`config.mk`:
```
export PLATFORM = sky130hd
export DESIGN_NAME = pipe_collider
export DESIGN_NICKNAME = d
export VERILOG_FILES = /design/src/rtl/pipe_collider.sv
export SDC_FILE = /design/constraint.sdc
export NUM_CORES = 1
export LEC_CHECK = 0
export ABC_AREA = 1
export CAP_MARGIN = 20
export CORE_MARGIN = 10
export CORE_UTILIZATION = 50
export CTS_CLUSTER_SIZE = 40
export DETAILED_ROUTE_END_ITERATION = 6
export PLACE_DENSITY = 0.77
export SLEW_MARGIN = 30
export SYNTH_ARGS = -nofsm -noshare
export SYNTH_HDL_FRONTEND = slang
export SYNTH_SLANG_ARGS = --single-unit
```
`constraint.sdc`:
```
create_clock -name clk -period 2.6 [get_ports clk]
set_input_delay 0.26 -clock clk [delete_from_list [all_inputs] [get_ports clk]]
set_output_delay 0.26 -clock clk [all_outputs]
set_load 0.02 [all_outputs]
```
`src/rtl/pipe_collider.sv`:
```
// pipe_collider: per-frame game referee.
//   Stage 0 captures pipe geometry and bird position on frame_tick, stage 1
//   evaluates overlap/past/ahead flags, and stage 2 runs the IDLE/PLAY/DEAD
//   FSM together with the BCD score, best score and the pulse outputs.
// Ports:
//   clk, reset (sync, active-high), frame_tick (1/frame), start (level, IDLE only)
//   pipe_x, pipe_y0 (gap bottom), pipe_y1 (gap top), bird_y (bird top edge)
//   playing, game_over (state levels), collide, score_pulse (1-cycle pulses)
//   score, best (3-digit packed BCD)
// Optional macro: PIPE_COLLIDER_FLOOR_EN makes touching the floor or the
//   ceiling a hit too.
module pipe_collider #(
  parameter int N           = 10,
  parameter int PIPE_WIDTH  = 1,
  parameter int BIRD_SIZE   = 15,
  parameter int BIRD_X      = 160,
  parameter int SCREEN_H    = 480,
  parameter int HOLD_FRAMES = 60
) (
  input  logic         clk,
  input  logic         reset,
  input  logic         frame_tick,
  input  logic         start,
  input  logic [N-1:0] pipe_x,
  input  logic [N-1:0] pipe_y0,
  input  logic [N-1:0] pipe_y1,
  input  logic [N-1:0] bird_y,
  output logic         playing,
  output logic         game_over,
  output logic         collide,
  output logic         score_pulse,
  output logic [11:0]  score,
  output logic [11:0]  best
);

  localparam int HW = $clog2(HOLD_FRAMES + 1);
  // all geometry is evaluated one bit wider so sums never wrap
  localparam logic [N:0] BIRD_L = (N+1)'(BIRD_X);
  localparam logic [N:0] BIRD_R = (N+1)'(BIRD_X + BIRD_SIZE);
  localparam logic [N:0] PW     = (N+1)'(PIPE_WIDTH);
  localparam logic [N:0] BS     = (N+1)'(BIRD_SIZE);
`ifdef PIPE_COLLIDER_FLOOR_EN
  localparam logic [N:0] SCR_H  = (N+1)'(SCREEN_H);
`endif

  typedef enum logic [1:0] {IDLE, PLAY, DEAD} state_t;

  // valid shift register: [0] = stage-0 data valid, [1] = stage-1 flags valid
  logic [1:0]   vld_q, vld_d;
  logic [N-1:0] px_q, py0_q, py1_q, by_q;
  logic [N-1:0] px_d, py0_d, py1_d, by_d;
  logic         hit_q, past_q, ahead_q;
  logic         hit_d, past_d, ahead_d;

  state_t       state_q, state_d;
  logic [11:0]  score_q, score_d, best_q, best_d;
  logic         passed_q, passed_d;
  logic [HW-1:0] hold_q, hold_d;
  logic         collide_q, collide_d, spulse_q, spulse_d;

  function automatic logic [11:0] bcd_inc(input logic [11:0] v);
    logic [11:0] r;
    r = v;
    if (v != 12'h999) begin
      if (r[3:0] == 4'd9) begin
        r[3:0] = 4'd0;
        if (r[7:4] == 4'd9) begin
          r[7:4]  = 4'd0;
          r[11:8] = r[11:8] + 4'd1;
        end else begin
          r[7:4] = r[7:4] + 4'd1;
        end
      end else begin
        r[3:0] = r[3:0] + 4'd1;
      end
    end
    return r;
  endfunction

  // stage 0: capture
  always_comb begin
    vld_d = {vld_q[0], frame_tick};
    px_d  = px_q;
    py0_d = py0_q;
    py1_d = py1_q;
    by_d  = by_q;
    if (frame_tick) begin
      px_d  = pipe_x;
      py0_d = pipe_y0;
      py1_d = pipe_y1;
      by_d  = bird_y;
    end
  end

  // stage 1: geometry flags
  always_comb begin
    logic [N:0] px, py0, py1, by;
    logic       h_ovl, v_out;
    px      = {1'b0, px_q};
    py0     = {1'b0, py0_q};
    py1     = {1'b0, py1_q};
    by      = {1'b0, by_q};
    h_ovl   = (px < BIRD_R) && (px + PW > BIRD_L);
    v_out   = (by < py1) || (by + BS > py0);
    hit_d   = h_ovl && v_out;
`ifdef PIPE_COLLIDER_FLOOR_EN
    if ((by + BS >= SCR_H) || (by == '0)) hit_d = 1'b1;
`endif
    past_d  = (px + PW <= BIRD_L);
    ahead_d = (px >= BIRD_R);
  end

  // stage 2: game FSM
  always_comb begin
    state_d   = state_q;
    score_d   = score_q;
    best_d    = best_q;
    passed_d  = passed_q;
    hold_d    = hold_q;
    collide_d = 1'b0;
    spulse_d  = 1'b0;
    case (state_q)
      IDLE: begin
        if (start) begin
          state_d  = PLAY;
          score_d  = 12'h000;
          passed_d = 1'b0;
        end
      end
      PLAY: begin
        if (vld_q[1]) begin
          if (hit_q) begin
            state_d   = DEAD;
            collide_d = 1'b1;
            hold_d    = '0;
            if (score_q > best_q) best_d = score_q;
          end else begin
            if (past_q && !passed_q) begin
              passed_d = 1'b1;
              score_d  = bcd_inc(score_q);
              spulse_d = 1'b1;
            end
            if (ahead_q) passed_d = 1'b0;
          end
        end
      end
      DEAD: begin
        if (vld_q[1]) begin
          if (hold_q == HW'(HOLD_FRAMES - 1)) state_d = IDLE;
          else hold_d = hold_q + 1'b1;
        end
      end
      default: state_d = IDLE;
    endcase
  end

  always_ff @(posedge clk) begin
    if (reset) begin
      vld_q     <= '0;
      px_q      <= '0;
      py0_q     <= '0;
      py1_q     <= '0;
      by_q      <= '0;
      hit_q     <= 1'b0;
      past_q    <= 1'b0;
      ahead_q   <= 1'b0;
      state_q   <= IDLE;
      score_q   <= 12'h000;
      best_q    <= 12'h000;
      passed_q  <= 1'b0;
      hold_q    <= '0;
      collide_q <= 1'b0;
      spulse_q  <= 1'b0;
    end else begin
      vld_q     <= vld_d;
      px_q      <= px_d;
      py0_q     <= py0_d;
      py1_q     <= py1_d;
      by_q      <= by_d;
      hit_q     <= hit_d;
      past_q    <= past_d;
      ahead_q   <= ahead_d;
      state_q   <= state_d;
      score_q   <= score_d;
      best_q    <= best_d;
      passed_q  <= passed_d;
      hold_q    <= hold_d;
      collide_q <= collide_d;
      spulse_q  <= spulse_d;
    end
  end

  assign playing     = (state_q == PLAY);
  assign game_over   = (state_q == DEAD);
  assign collide     = collide_q;
  assign score_pulse = spulse_q;
  assign score       = score_q;
  assign best        = best_q;

endmodule

```
Word-level counts from Yosys, hierarchy flattened --
Cells that the tools add are included.
Operators by class: add/subtract/negate cells 6, multipliers 0, div/mod/pow operators 0, $lt $le $gt $ge 7, equality and inequality tests 18, shifts and indexed selects 0, muxes and demuxes 29, bitwise operators 2, reductions and logical operators 17
Operators by type and width (count):
- $mux W12 | 5
- $mux W6 | 4
- $pmux W12 S2 | 1
- $ne A2 B1 Y1 const B | 8
- $reduce_and A5 Y1 | 3
- $add A4 B1 Y4 const B | 3
- $gt A12 B12 Y1 | 1
- $mux W4 | 3
- $ne A12 B12 Y1 const B | 1
- $pmux W6 S2 | 1
- $add A10 B1 Y11 const B | 1
- $add A10 B4 Y11 const B | 1
- $gt A11 B10 Y1 | 1
- $gt A11 B8 Y1 const B | 1
- $le A11 B8 Y1 const B | 1
- $ge A10 B8 Y1 const B | 1
- $lt A10 B10 Y1 | 1
- $lt A10 B8 Y1 const B | 1
- $mux W2 | 5
- $eq A4 B4 Y1 const B | 2
- $mux W8 | 1
- $reduce_and A8 Y1 | 1
- $mux W1 | 7
- $reduce_and A7 Y1 | 1
- 18 further kinds | 24
Word-level totals: flip-flop bits (word level) 80, bits in latches 0, memory bits (writable) 0, ROM bits 0, input port bits 44, output and inout bits 28, word-level logic and storage cells 96, memories kept 0

Depth between registers and ports, before layout --
Gate-level depths: netlist of run 1.
depth in word-level cells 8, gate-level depth with buffers 18, depth with buffers taken out 18

Worst setup path before layout of run 1 --
OpenSTA, ideal clock, no wires.
path kind flip-flop to flip-flop, from register by_q[0], to register hit_q, library setup time 109 ps, arrival time 1856 ps, required time 2491 ps, slack 635 ps, stages on the path, launching flop included 19, buffers on the path 0, period minus slack after synthesis 1965 ps, cells stage by stage dfxtp_1 > inv_1 > ha_1 > nand2_1 > nor2_1 > nor2_1 > nand2_1 > xnor2_1 > ha_1 > nand2_1 > inv_1 > a21oi_1 > nand2_1 > nand2_1 > nand2_1 > nand2_1 > nand3_1 > nand2_1 > inv_1
On the way: word-level cells in the longest chain between the ends 4, elaborated cells between the ends (all ways) 5, classes of those cells 1 x add/sub; 2 x order compare; 2 x reduce/logical
Ends and longest elaborated chain:
- start: declaration | line 50 | logic [N-1:0] px_q, py0_q, py1_q, by_q;
- start signal: assignment | line 179 | by_q <= by_d;
- $add A10 B4 Y11 | line 104 | v_out = (by < py1) || (by + BS > py0);
- $gt A11 B10 Y1 | line 104
- $logic_or A1 B1 Y1 (*) | line 104
- $logic_and A1 B1 Y1 (*) | line 105 | hit_d = h_ovl && v_out;
- end signal: assignment | line 180 | hit_q <= hit_d;
- end: declaration | line 52 | logic hit_q, past_q, ahead_q;
Every way passes the cells marked *; elsewhere a longest branch is shown, timed or not. A chain may end at the register's enable or synchronous reset.

Worst setup path after layout of run 1 --
Ends and elaborated chain as after synthesis.

==> results of run 1 <==
-- cells by family (layout without fill, tap and decap cells) --
family | after synthesis | in the layout | share of synthesized area (%)
adders and majority gates | 39 | 39 | 11.26
AOI/OAI and AO/OA | 125 | 125 | 15.13
xor gates and xnor gates | 12 | 12 | 2.426
DFF | 80 | 80 | 36.96
buffers and inverters | 100 | 168 | 9.067
and+or+nand+nor | 244 | 244 | 25.15
-- power by group through the flow --
| stage | Sequential [mW] | Combinational, mW | Clock (mW) |
|---|---|---|---|
| final | 1.34 | 0.628 | 1.07 |
| after global routing | 1.35 | 0.701 | 1.13 |
| after CTS | 1.34 | 0.626 | 1.08 |
| after detailed placement | 1.37 | 0.620 | 0 |
| after global placement | 1.36 | 0.600 | 0 |
| after floorplan | 1.37 | 0.416 | 0 |
-- cell usage in the layout (no fill, tap or decap), types with 3 or more instances in the layout --
| cell type | n |
|---|---|
| nand4_1 | 10 |
| nor2_1 | 80 |
| xor2_1 | 9 |
| dfxtp_1 | 80 |
| o21ai_0 | 46 |
| nand3_1 | 35 |
| o21ai_1 | 3 |
| xnor2_1 | 3 |
| bufinv_16 | 3 |
| nand2_1 | 94 |
| ha_1 | 39 |
| nand3_2 | 3 |
| o21a_1 | 4 |
| buf_4 | 3 |
| nand2_2 | 4 |
| inv_1 | 75 |
| clkdlybuf4s50_1 | 71 |
| clkbuf_8 | 9 |
| nor3_1 | 6 |
| a21oi_1 | 65 |
| inv_2 | 4 |
| nor2_4 | 3 |
-- worst min-delay path by stage --
stage          cells past startpoint       end  slack, ps
2_1_floorplan                      2  vld_q[1]        390
3_3_place_gp                       2  vld_q[1]        390
3_5_place_dp                       2  vld_q[1]        400
4_1_cts                            2  vld_q[1]        410
5_1_grt                            2  vld_q[1]        430
6_report                           2  vld_q[1]        410
-- layer usage --
layer	vias up	GRT usage (%)	part of all wire, %
li1	2094	-	-
met3	9	3.592	4.8
met1	1806	19.24	46
met2	86	27.46	48
met4	0	5.415	1.1
met5	-	0	0
-- metrics by stage --
| step | worst slack (ps) | instances | area (um^2) |
|---|---|---|---|
| after floorplan | 634.7 | 600 | 4333 |
| after global placement | 530.2 | 759 | 5121 |
| after detailed placement | 454.2 | 759 | 5121 |
| after CTS | 441.2 | 773 | 5344 |
| after global routing | 179.4 | 773 | 5344 |
| final | 398.0 | 773 | 5344 |
-- layout make-up --
cell class / count / area, um^2 / share of cell area, %
sequential: 80 / 1602 / 29.97
timing repair buffer: 75 / 753.2 / 14.10
inverter: 79 / 296.5 / 5.549
tap: 105 / 131.4 / 2.458
clock inverter: 4 / 95.09 / 1.779
multi-input combinational: 420 / 2338 / 43.76
clock buffer: 10 / 127.6 / 2.388
-- flip-flops by register name (all words and copies together), names as in the netlist --
signal / cells
collide: 1
state_q: 2
hit_q: 1
past_q: 1
by_q: 10
py1_q: 10
score_pulse: 1
best: 12
ahead_q: 1
vld_q: 2
hold_q: 6
score: 12
px_q: 10
passed_q: 1
py0_q: 10
-- worst max-delay path, delay by kind of cell (launching register included) --
family,cells,cell delay [ps]
xor+xnor,1,130
simple gates,11,770
fa+ha+maj,2,530
compound gates,1,150
buf+inv,3,190
flops,1,340
==> metrics, run 1 <==
clock share of power between 30% and 40%; maxcap violations 0; worst slew pin tran 562.3 ps; Lkg Pwr 2.233 nW; post-route setup TNS 0 ps; fraction of registers with async set/reset 0%; ranking of synthesized cells by area dfxtp_1, ha_1, nand2_1; largest net degree at the start of global routing 67; routed len/inst 13.46 um; Clock Skew about 13 ps; Inserted Clock Buffers 9; worst reg2reg path depth 18; Mapped Cells 600; Worst R2R End hit_q; DRC Markers 0; maximum vdd ir drop between 300 and 400 uV; Yosys top cell by area dfxtp_1; Via density 5.168; Crit Path Max Fanout 5; PD cells roughly 570 nW/um^2; minimum clock period 2202 ps; Final Hold Viols 0; library cells used by synthesis 36; vias in the first global route 3,934; status finished, final reports clean; r2r setup slk 400 ps; htree depth 3; port bufs 71; worst setup path category flop to flop; # clock sinks 80; number of I/O pins ~70; synth warn 0; CP max-delay cell dfxtp_1; Post-synth top cells nand2_1, dfxtp_1, nor2_1; register area share after synthesis 36.96%; Int Pwr 2.169 mW; Total GRT Usage 16.01%; first drt pass iteration count 4; HPWL Detailed 7736 um; initial core utilization 51.95%; core area 8341 um^2; WL final 10,410 um; GPL Wtd Cong about 0.84; share of layout cells above drive strength 1 under 10%; PostCTS Resize Cnt 0; Min-Delay Path Class flop to flop; Crit path largest cell delay around 340 ps; Post-synth EDFFs 0; number of cell rows 33; first-pass GRT wire length 17,460 um; Synth Cell Area 4333 um^2; worst-path cell chain inv_1 -> ha_1 -> nand2_1 -> nor2_1 -> nor2_1 -> nand2_1 -> xnor2_1 -> ha_1 -> nand2_1 -> inv_1 -> a21oi_1 -> nand2_1 -> nand2_1 -> nand2_1 -> nand2_1 -> nand3_1 -> nand2_1 -> inv_1; final slew viol count 0; fin crit share 84.69%; Post-CTS Setup Bufs 0; unrepaired setup endpoints after global routing no; final net count 748; Crit path top cell by count nand2_1; critical path arrival 2440 ps; Die Width 113.1 um; Die Y 113.1 um; Worst setup EP type flop; syn_nets 683; part of the power in combinational logic between 20 and 25%; CTS tree done; GRT overflow 0; antenna cells 0; P_sw 0.8653 mW; FF-to-FF Start by_q[0]; Highest Clock Rate ~450 MHz; switch share 28.52%; via count 3,995; hold_sp vld_q[0]; final core utilization about 64%; Data required, critical path 2840 ps; Avg Inst Size Synth 7.222 um^2; Worst-Skew Late Latency 350 ps; final setup fails 0; #FFs+latches synth 80; initial antenna violation count 0; First DRT Iteration DRCs 201; Tot Pwr 3.034 mW; top-count cell post-synth nand2_1; Seq pwr share 44.1%; die area 12,790 um^2; antenna-violating nets left 0; Synth Flop Type dfxtp_1; CTS root buf clkbuf_8; CTS Hold Buffers Added 0; CP endpoint hit_q; Fillers 747; Fin Hold WS approximately 410 ps; CTS max path bufs 2; crit start category flop; Yosys top cell area share around 37%; Reg clk slew, reported paths 70 ps; crit path from by_q[0]; Slew HR 62.51%; Layout area overhead 23.33%
Power figures use the tool's default switching activity.
==> run 2: changes to the inputs <==
Settings changed: CORE_UTILIZATION 50 to 48.
Clock period 2.6 ns to 2 ns, I/O delays scaled along.
==> run 2 against run 1 <==
  * The run now ends with setup timing left
  * Clock skew fell by 2.7 ps
  * Highest routed layer unchanged
  * Clock-buffer cell count is 1 higher
  * Power up 29%
  * Clock power up 21%
  * Worst setup slack lost 480 ps
==> metrics, run 2 (synthesis results as in run 1) <==
Min-Delay Path Class input port to flop; crit start category flop; largest net degree at the start of global routing 41 (-39%); Die Width 115.0 um (+1.7%); Worst setup EP type flop; fin crit share 104.2% (+19 points); PD cells 712.4 nW/um^2 (+25%); final core utilization 62.92% (-1.2 points); initial core utilization 49.44% (-2.5 points); Inserted Clock Buffers 9 (unchanged); Clock Skew 9.855 ps (-2.737 ps); unrepaired setup endpoints after global routing yes; Crit path top cell by count nand2_1; Slew HR 72.30% (+9.8 points); worst slew pin tran 413.9 ps (-148.4 ps); grt met3 use 3.854% (+0.26 points); final net count 764 (+2.1%); GR peak layer met2; final slew viol count 0 (unchanged); DRC Markers 0 (unchanged); Int Pwr 2.759 mW (+27%); met2 layer usage reported by global route 27.67% (+0.21 points); failing checks setup timing; Die Y 115.0 um (+1.7%); CTS max path bufs 2 (unchanged); critical path arrival 2340 ps (-100 ps); Reg clk slew, reported paths 80 ps (about the same); clock share of power 32.8% (-2.4 points); switch share 29.76% (+1.2 points); HPWL Detailed 8194 um (+5.9%); final setup fails 1 (+1); share of layout cells above drive strength 1 10.64% (+4.8 points); final worst setup slack -83.67 ps (-481.7 ps); CTS tree done; Crit Path Max Fanout 2 (-3); htree depth 3 (unchanged); Fillers 755 (+1.1%); Via density 5.169 (about the same); Lkg Pwr 2.310 nW (+3.5%); vias in the first global route 3,978 (+1.1%); maximum vdd ir drop 366.7 uV (+10%); core area 8763 um^2 (+5.1%); antenna cells 0 (unchanged); Total GRT Usage 16.31% (+0.30 points); port bufs 71 (unchanged); Non-Filler Instances 794 (+2.7%); GPL Wtd Cong 0.8685 (+3.7%); die area 13,230 um^2 (+3.4%); antenna-violating nets left 0 (unchanged); commonest non-fill, non-tap cell in the layout nand2_1; Data required, critical path 2250 ps (-590 ps); Highest Clock Rate 479.9 MHz (+5.7%); part of the power in combinational logic 22.8% (+2.1 points); First DRT Iteration DRCs 187 (-7.0%); number of cell rows 34 (+3.0%); pre-CTS setup slack -118.9 ps (-573.0 ps); Layout area overhead 27.26%; worst-path cell chain inv_2 -> ha_4 -> nand2_4 -> nor2_4 -> nor2_2 -> nand2_1 -> xnor2_1 -> ha_1 -> nand2_2 -> inv_2 -> a21oi_2 -> nand2_1 -> nand2_1 -> nand2_1 -> nand2_1 -> nand3_1 -> nand2_1 -> inv_1; Tot Pwr 3.928 mW (+29%); P_sw 1.169 mW (+35%); Seq pwr share 44.3% (+0.2 points); Final Hold Viols 0 (unchanged); commonest non-fill, non-tap cells in the layout nand2_1, nor2_1, dfxtp_1, inv_1, clkdlybuf4s50_1; CP max-delay cell dfxtp_2; Hold Crit Depth 3 (+1); Global Route met1 Usage 19.39% (+0.15 points); routed len/inst 13.73 um (+2.0%); CTS root buf clkbuf_8; minimum clock period 2084 ps (-118.3 ps); first drt pass iteration count 4 (unchanged); Placed Cells 777 (+2.4%); CTS Hold Buffers Added 0 (unchanged); Crit path largest cell delay 340 ps (about the same); via count 4,104 (+2.7%); worst setup path category flop to flop; number of I/O pins 72 (unchanged); post-route setup TNS -83.67 ps (-83.67 ps); GRT overflow 0 (unchanged); Worst-Skew Late Latency 350 ps (about the same); first-pass GRT wire length 18,070 um (+3.5%); # clock sinks 80 (unchanged); initial antenna violation count 0 (unchanged); worst reg2reg path depth 18 (unchanged); WL final 10,900 um (+4.7%); maxcap violations 0 (unchanged); status finished, violations left
## run 2: cell type report
cell class,count,area (um^2),area share (%)
tap,108,135.1,2.451
clock buffer,11,131.4,2.383
timing repair buffer,91,873.3,15.84
sequential,80,1607,29.14
clock inverter,5,81.33,1.475
inverter,79,296.5,5.378
multi-input combinational,420,2390,43.34
## run 2: what timing repair did
item | 4_1_cts | 5_1_grt
setup endpoints to repair | 1 | 1
resized for setup | 14 | 6
pin swaps | 12 | 8
setup buffers | 0 | 1
## run 2: critical path: cells and delay by family, from the launching register on
kind | cells | cell delay [ps]
fa+ha+maj | 2 | 470
flops | 1 | 340
simple gates | 11 | 750
xor+xnor | 1 | 130
compound gates | 1 | 150
buf+inv | 3 | 150
## run 2: final timing paths
kind,start,end,slack (ps)
worst max-delay path,by_q[1],hit_q,-80
worst min-delay path,pipe_x[2],px_q[2],430
worst max register to register,by_q[1],hit_q,-80
worst min register to register,vld_q[0],vld_q[1],440
## run 2: layer usage
layer / wire length, um / vias to the layer above
li1: - / 2122
met1: 4786 / 1878
met2: 5381 / 88
met3: 552 / 16
met4: 179 / 0
met5: 0 / -
## run 2: power groups by stage
stage	clock (mW)	sequential, mW	combinational (mW)
detailed placement	0	1.77	0.852
global route	1.38	1.75	1.01
finish	1.29	1.74	0.897
CTS	1.31	1.74	0.878
floorplan	0	1.77	0.541
global placement	0	1.77	0.815
## run 2: through the flow
| step | hold slack, ps | area, um^2 |
|---|---|---|
| finish | 433.4 | 5514 |
| global route | 419.9 | 5514 |
| floorplan | 334.9 | 4333 |
| global placement | 391.1 | 5238 |
| detailed placement | 407.5 | 5238 |
| CTS | 427.7 | 5489 |
